$ cat src/rtl/datapath_sequencer.sv
// Multi-cycle control sequencer for a small MIPS subset: fetches an instruction,
// decodes it, and steps the datapath through EXEC / MEM / WB with single-cycle strobes.
module datapath_sequencer (
  input  logic        clk,
  input  logic        clr,
  input  logic        run,
  input  logic        imem_ack,
  input  logic [31:0] instr_in,
  input  logic [31:0] pc_q,
  input  logic        alu_zero,
  output logic        imem_req,
  output logic        pc_inc,
  output logic        pc_ld,
  output logic [31:0] pc_data_in,
  output logic [4:0]  read_reg_1,
  output logic [4:0]  read_reg_2,
  output logic [4:0]  write_reg,
  output logic        write,
  output logic [31:0] alu_op,
  output logic        alu_src_imm,
  output logic [31:0] imm_ext,
  output logic        mem_to_reg,
  output logic        dmu_wen,
  output logic        instr_done,
  output logic        illegal,
  output logic [2:0]  dbg_state
);

  localparam logic [5:0] OP_RTYPE = 6'h00;
  localparam logic [5:0] OP_J     = 6'h02;
  localparam logic [5:0] OP_BEQ   = 6'h04;
  localparam logic [5:0] OP_ADDI  = 6'h08;
  localparam logic [5:0] OP_LW    = 6'h23;
  localparam logic [5:0] OP_SW    = 6'h2B;

  localparam logic [5:0] FN_ADD = 6'h20;
  localparam logic [5:0] FN_SUB = 6'h22;
  localparam logic [5:0] FN_AND = 6'h24;
  localparam logic [5:0] FN_OR  = 6'h25;
  localparam logic [5:0] FN_SLT = 6'h2A;

  typedef enum logic [2:0] {
    S_FETCH  = 3'd0,
    S_DECODE = 3'd1,
    S_EXEC   = 3'd2,
    S_MEM    = 3'd3,
    S_WB     = 3'd4,
    S_ERROR  = 3'd5
  } state_t;

  state_t      r_state;
  state_t      w_next;
  logic [31:0] r_ir;
  logic        r_illegal;
  logic        r_fresh;

  logic [5:0]  w_opcode;
  logic [5:0]  w_funct;
  logic        w_is_r;
  logic        w_is_j;
  logic        w_is_beq;
  logic        w_is_addi;
  logic        w_is_lw;
  logic        w_is_sw;
  logic        w_funct_ok;
  logic [2:0]  w_r_alu;
  logic [2:0]  w_alu;
  logic        w_legal;
  logic        w_take_fetch;

  assign w_opcode  = r_ir[31:26];
  assign w_funct   = r_ir[5:0];
  assign w_is_r    = (w_opcode == OP_RTYPE);
  assign w_is_j    = (w_opcode == OP_J);
  assign w_is_beq  = (w_opcode == OP_BEQ);
  assign w_is_addi = (w_opcode == OP_ADDI);
  assign w_is_lw   = (w_opcode == OP_LW);
  assign w_is_sw   = (w_opcode == OP_SW);

  always_comb begin
    w_funct_ok = 1'b1;
    w_r_alu    = 3'd0;
    case (w_funct)
      FN_ADD:  w_r_alu = 3'd0;
      FN_SUB:  w_r_alu = 3'd1;
      FN_AND:  w_r_alu = 3'd2;
      FN_OR:   w_r_alu = 3'd3;
      FN_SLT:  w_r_alu = 3'd4;
      default: w_funct_ok = 1'b0;
    endcase
  end

  assign w_legal = (w_is_r && w_funct_ok) || w_is_j || w_is_beq ||
                   w_is_addi || w_is_lw || w_is_sw;
  assign w_alu   = w_is_r ? w_r_alu : (w_is_beq ? 3'd1 : 3'd0);

  // r_fresh blanks the fetch request for the first cycle after clr.
  assign w_take_fetch = (r_state == S_FETCH) && run && !r_fresh && imem_ack;

  // Register-file addressing and immediate are pure IR decodes.
  assign read_reg_1  = r_ir[25:21];
  assign read_reg_2  = r_ir[20:16];
  assign write_reg   = w_is_r ? r_ir[15:11] : r_ir[20:16];
  assign imm_ext     = {{16{r_ir[15]}}, r_ir[15:0]};
  assign alu_op      = {29'd0, w_alu};
  assign alu_src_imm = w_is_addi || w_is_lw || w_is_sw;
  assign mem_to_reg  = w_is_lw;
  assign illegal     = r_illegal;
  assign dbg_state   = r_state;

  always_ff @(posedge clk) begin
    if (clr) begin
      r_state   <= S_FETCH;
      r_ir      <= 32'd0;
      r_illegal <= 1'b0;
      r_fresh   <= 1'b1;
    end else begin
      r_state <= w_next;
      r_fresh <= 1'b0;
      if (w_take_fetch) r_ir <= instr_in;
      if (r_state == S_DECODE && !w_legal) r_illegal <= 1'b1;
    end
  end

  always_comb begin
    w_next = r_state;
    case (r_state)
      S_FETCH:  if (w_take_fetch) w_next = S_DECODE;
      S_DECODE: w_next = w_legal ? S_EXEC : S_ERROR;
      S_EXEC: begin
        if (w_is_r || w_is_addi)    w_next = S_WB;
        else if (w_is_lw || w_is_sw) w_next = S_MEM;
        else                         w_next = S_FETCH;
      end
      S_MEM:    w_next = w_is_lw ? S_WB : S_FETCH;
      S_WB:     w_next = S_FETCH;
      S_ERROR:  w_next = S_ERROR;
      default:  w_next = S_FETCH;
    endcase
  end

  // Strobes are decoded from state and IR; clr suppresses them immediately.
  always_comb begin
    imem_req   = 1'b0;
    pc_inc     = 1'b0;
    pc_ld      = 1'b0;
    pc_data_in = 32'd0;
    write      = 1'b0;
    dmu_wen    = 1'b0;
    instr_done = 1'b0;
    if (!clr) begin
      case (r_state)
        S_FETCH: begin
          imem_req = run && !r_fresh;
          pc_inc   = w_take_fetch;
        end
        S_EXEC: begin
          if (w_is_j) begin
            pc_ld      = 1'b1;
            pc_data_in = {pc_q[31:26], r_ir[25:0]};
          end else if (w_is_beq && alu_zero) begin
            pc_ld      = 1'b1;
            pc_data_in = pc_q + imm_ext;
          end
          instr_done = w_is_j || w_is_beq;
        end
        S_MEM: begin
          dmu_wen    = w_is_sw;
          instr_done = w_is_sw;
        end
        S_WB: begin
          write      = 1'b1;
          instr_done = 1'b1;
        end
        default: ;
      endcase
    end
  end

endmodule
$ cat config.mk
export PLATFORM = sky130hd
export DESIGN_NAME = datapath_sequencer
export DESIGN_NICKNAME = d
export VERILOG_FILES = /design/src/rtl/datapath_sequencer.sv
export SDC_FILE = /design/constraint.sdc
export NUM_CORES = 1
export LEC_CHECK = 0
export BUFFER_PORTS_ARGS = -buffer_cell sky130_fd_sc_hd__clkbuf_2
export CAP_MARGIN = 5
export CORE_MARGIN = 10
export CORE_UTILIZATION = 52
export CTS_CLUSTER_DIAMETER = 40
export DETAILED_ROUTE_END_ITERATION = 8
export PLACE_DENSITY = 0.95
export SETUP_SLACK_MARGIN = 0.3
export SYNTH_ARGS = -nofsm -noshare
export SYNTH_HDL_FRONTEND = slang
export SYNTH_SLANG_ARGS = --single-unit
$ cat constraint.sdc
create_clock -name clk -period 8.95 [get_ports clk]
set_input_delay 1.3425 -clock clk [delete_from_list [all_inputs] [get_ports clk]]
set_output_delay 1.3425 -clock clk [all_outputs]
set_load 0.005 [all_outputs]
# [After elaboration in Yosys (flattened, before gate mapping)]
# Cells that the tools add are included.
[op_classes] addsub=1 n_eq_ne=16 mux=30 reduce_logical=22
[ops] op="2-to-1 mux 32 bit" count=4
[ops] op="== test 6 bit (second input constant)" count=7
[ops] op="adder 32 bit" count=1
[ops] op="2-to-1 mux 1 bit" count=16
[ops] op="2-to-1 mux 3 bit" count=5
[ops] op="case mux 3 bit (5 select lines)" count=1
[ops] op="case mux 3 bit (4 select lines)" count=1
[ops] op="logical OR 1 bit" count=10
[ops] op="logical AND 1 bit" count=7
[ops] op="== test 3 x 2 -> 1 bit (second input constant)" count=2
[ops] op="== test 3 bit (second input constant)" count=2
[ops] op="== test 6 x 2 -> 1 bit (second input constant)" count=1
[ops] op="== test 6 x 3 -> 1 bit (second input constant)" count=1
[ops] op="== test 6 x 4 -> 1 bit (second input constant)" count=1
[ops] op="zero test 6 bit" count=1
[ops] op="2-to-1 mux 5 bit" count=1
[ops] op="OR reduction 5 bit" count=1
[ops] op="== test 3 x 1 -> 1 bit (second input constant)" count=1
[ops] op="zero test 3 bit" count=1
[ops] op="case mux 1 bit (3 select lines)" count=1
[ops] op="zero test 1 bit" count=2
[ops] op="2-to-1 mux 2 bit" count=1
[ops] op="inequality test 2 bit (second input constant)" count=1
[word_totals] regBits=37 in_bits=69 output_inout_bits=123 word_cells=73

# [Longest topological paths before layout]
[depth] ltp_word=11 depth_mapped=12 depth_no_buf=12

# [Worst setup path before layout]
# OpenSTA, ideal clock, no wires.
[synth_timing] kind="input-to-output" start="in pc_q[0]" end="out pc_data_in[24]" arrival_time_ns=3.532 t_required_ns=7.607 path_slack_ns=4.075 path_stages=11 n_path_buf=0 cell_sequence="ha_1 fa_1 a21o_1 a21oi_1 o21ai_1 a21oi_1 o21ai_1 a221oi_2 o21ai_0 xnor2_1 o21ai_0"
[synth_via] elab_chain_len=5
[synth_lines] element="from (decl)" line_no="9" rtl="input logic [31:0] pc_q,"
[synth_lines] element="adder 32 bit" line_no="163" rtl="pc_data_in = pc_q + imm_ext;"
[synth_lines] element="2-to-1 mux 32 bit" line_no="161" rtl="end else if (w_is_beq && alu_zero) begin"
[synth_lines] element="2-to-1 mux 32 bit" line_no="158" rtl="if (w_is_j) begin"
[synth_lines] element="2-to-1 mux 32 bit" line_no="152" rtl="case (r_state)"
[synth_lines] element="2-to-1 mux 32 bit" line_no="151" rtl="if (!clr) begin"
[synth_lines] element="to (decl)" line_no="14" rtl="output logic [31:0] pc_data_in,"
# No other way between the ends.

# [Worst setup path in the final report]
# Ends and elaborated chain as after synthesis.

==> summary.txt <==
Routing
  – Routed WL per cell: 17.1 um
  – Sum of routed wire length over all layers: 13,400 um
  – Iteration count of the initial detailed-routing pass: 5
  – Number of design rule violations left after detail routing: 0
  – Starting DRT DRC Count: 223
  – Routed vias/inst: 5.52
  – Number of nets with antenna violations after routing: 0
  – Total via count in the routed design: 4,305

Timing
  – Hold violation total from the final report: 0
  – Transition time of the tightest slew-check pin: 921 ps
  – Minimum clock period: 5460 ps
  – Max-slew headroom: 38.6%
  – Fraction of the cycle the final worst path needs: 61.0%
  – Maximum clock frequency: 183 MHz
  – Final worst setup slack: 3490 ps
  – Unrepaired setup endpoints after global routing: false
  – Final Slew Violations: 0
  – Worst Clk Skew: 6.23 ps
  – Final Setup Violations: 0
  – Setup tns final: 0 ps

Synthesis
  – Area of the mapped netlist: 4090 sq um
  – Simple-gate area share of the yosys netlist: 21.0%
  – Area share of the largest cell type after synthesis: 18.1%
  – Largest cells by area after synthesis: dfxtp_1 18%, buf_4 13%, ha_1 9.5%
  – Number of flops mapped to enable cells by yosys: 0
  – Synthesis warning total: 0
  – Combinational family with the most area after synthesis: compound AO/OA/AOI/OAI gates
  – Number of synthesized register bits: 37
  – Fraction of the mapped netlist area in adder cells: 9.96%
  – Synth Area in Compound Gates: 25.7%
  – Sequential area share after synthesis: 18.1%
  – Post-synthesis cell count: 578
  – Avg Cell Area, Syn: 7.08 sq um
  – Synth unique cells: 60
  – Async SR Flop Fraction: 0%
  – Multiplexer share of the synthesized area: 1.86%
  – Library cell occupying the most area in the post-synthesis netlist: dfxtp_1
  – Most instantiated flip-flop cell in the synthesis netlist: dfxtp_1
  – Synthesized-area fraction occupied by xor and xnor cells: 6.17%

Power
  – Leakage power of the design: 2.28 nW
  – Sw Share: 35.1%
  – Internal: 0.000276 W
  – Logic pwr share: 29.1%
  – Clock share of power: 28.8%
  – Power density of the placed cells: 92.3 nW/um^2
  – Total power draw: 0.000424 W
  – Worst vdd rail ir drop: 73.2 uV
  – Reported net switching power: 0.000149 W
  – Relative contribution of sequential cells to total power: 42.1%

Run
  – Max Cap Viol: 0

Final layout
  – Most common cell after layout, fill and taps aside: clkbuf_2
  – Most frequent cells in the layout: 162 x clkbuf_2, 99 x nand2_1, 72 x a21oi_1
  – Antenna cells: 0
  – Net count, final: 778
  – Filler cell count in the final layout: 756
  – Area growth, synth to finish: 12.3%
  – Fraction of layout instances using a drive strength above 1: 27.9%

Die
  – Chip width: 109 um
  – Die Y: 109 um
  – Initial Util: 53.3%
  – Placeable core area: 7690 sq um
  – Floorplan die area: 11,800 sq um
  – FP Rows: 32
  – Total I/O pin count: 192

Global routing
  – Global Route Usage Sum: 21.0%
  – Antenna violations before repair: 0
  – Congestion Overflow GR: 0
  – Pin count of the biggest net entering global routing: 41
  – Global-route wire length before repair: 20,600 um
  – Via count of the first global-routing pass: 4,232

Setup path
  – Endpoint class of the critical path: output port
  – Required arrival time at the worst endpoint: 7610 ps
  – CP startpoint kind: input pin
  – Critical path class: in -> out
  – Cell depth of the worst flop-to-flop path: 8
  – Data arrival time at the worst-slack endpoint: 4120 ps
  – Maximum fanout count along the critical path: 3

Clock tree
  – Clock latency on the worst-skew pair: 290 ps
  – Number of hold-repair buffers added at the cts stage: 0
  – Clock slew at the register clock pins of the worst setup and hold paths: 80 ps
  – Maximum level of the CTS H-tree: 2
  – Count of clock tree sinks: 37
  – Clock Tree Buf Depth: 2
  – CTS-repair resized insts: 0
  – CTS tree: done
  – Setup fix buffers added after clock tree synthesis: 0
  – TritonCTS Buffers: 5
  – Library cell used as clock root buffer: clkbuf_8

Worst hold path
  – Number of cells on the worst hold path: 2
  – Classification of the worst-slack hold path: reg -> reg

Place
  – Count of input and output buffers: 162
  – Routability congestion estimate: 0.923
  – Pre-CTS setup slack: 3570 ps
  – Half-perimeter wire length after detailed placement: 10,600 um

Status
  – Run status: complete, no violations
synth_stat cells (2+ instances only):
cell type	instances
buf_2	3
or4_1	2
a221o_1	3
a21oi_1	72
o21ai_0	27
mux2_2	5
nor4b_1	2
nand2b_1	8
a41oi_1	2
xor2_1	16
o21a_1	2
o21bai_1	6
nor2b_1	3
o21ai_1	5
or2_2	2
xnor2_1	11
a22o_1	3
and3_1	3
a21o_1	16
ha_1	31
o31ai_1	2
mux2i_1	2
a31oi_1	3
and2_1	2
nor2_1	40
buf_4	71
a22oi_1	12
nand2_1	99
or3_1	3
clkbuf_1	26
nor3_1	6
nand3_1	9
nor3b_1	5
nand4_1	3
inv_1	12
dfxtp_1	37
area by class of cell:
class | count | area, sq um | share of cell area, %
clock inverter | 3 | 17.5 | 0.381
clock buffer | 5 | 68.8 | 1.50
timing repair buffer | 165 | 833 | 18.1
inverter | 12 | 45.0 | 0.980
tap | 102 | 128 | 2.78
multi-input combinational | 456 | 2760 | 60.1
sequential | 37 | 741 | 16.1
worst max-delay path: stages:
cell,delay [ps]
clkbuf_2,90
ha_1,210
fa_1,410
a21o_1,170
a21oi_1,270
o21ai_1,150
a21oi_1,230
o21ai_1,180
a221oi_2,380
o21ai_0,200
xnor2_1,160
o21ai_0,150
clkbuf_2,160
flip-flops by register name, summed over array words and instances, names as in the netlist:
signal and flops:
dbg_state 3, illegal 1, r_fresh 1, r_ir 32
worst paths after layout:
path,startpoint,to,slack [ps]
worst max-delay path,pc_q[0],pc_data_in[24],3490
worst min-delay path,r_ir[21],r_ir[21],480
worst max register to register,r_ir[31],dbg_state[0],6370
worst min register to register,r_ir[21],r_ir[21],480
cells by family after synthesis:
kind of cell | count (synthesis)
simple gates | 192
compound gates | 168
buf+inv | 113
flops | 37
fa+ha+maj | 32
xor+xnor | 28
mux | 7
other cells | 1
per-layer routing:
layer | global-route usage, % | up-vias | share of wire [%]
li1 | - | 2110 | -
met1 | 24.6 | 2011 | 41
met2 | 37.4 | 164 | 50
met3 | 5.43 | 20 | 7.5
met4 | 4.71 | 0 | 1.5
met5 | 0 | - | 0
per-stage QoR:
stage                     hold slack (ps)  instances  util (%)  cell area (sq um)
after floorplan                       450        606         -               4200
final                                 478        780      59.8               4600
after global placement                458        772      58.7               4510
after detailed placement              467        772      58.7               4510
after global routing                  503        780      59.8               4600
after CTS                             478        780      59.8               4600
power by group through the flow:
stage | combinational [W] | clock (W) | sequential (W)
finish | 0.000124 | 0.000122 | 0.000179
global route | 0.000137 | 0.000131 | 0.000180
CTS | 0.000122 | 0.000124 | 0.000178
detailed placement | 0.000121 | 0 | 0.000182
global placement | 0.000118 | 0 | 0.000182
floorplan | 0.0000977 | 0 | 0.000180
Power figures use the tool's default switching activity.
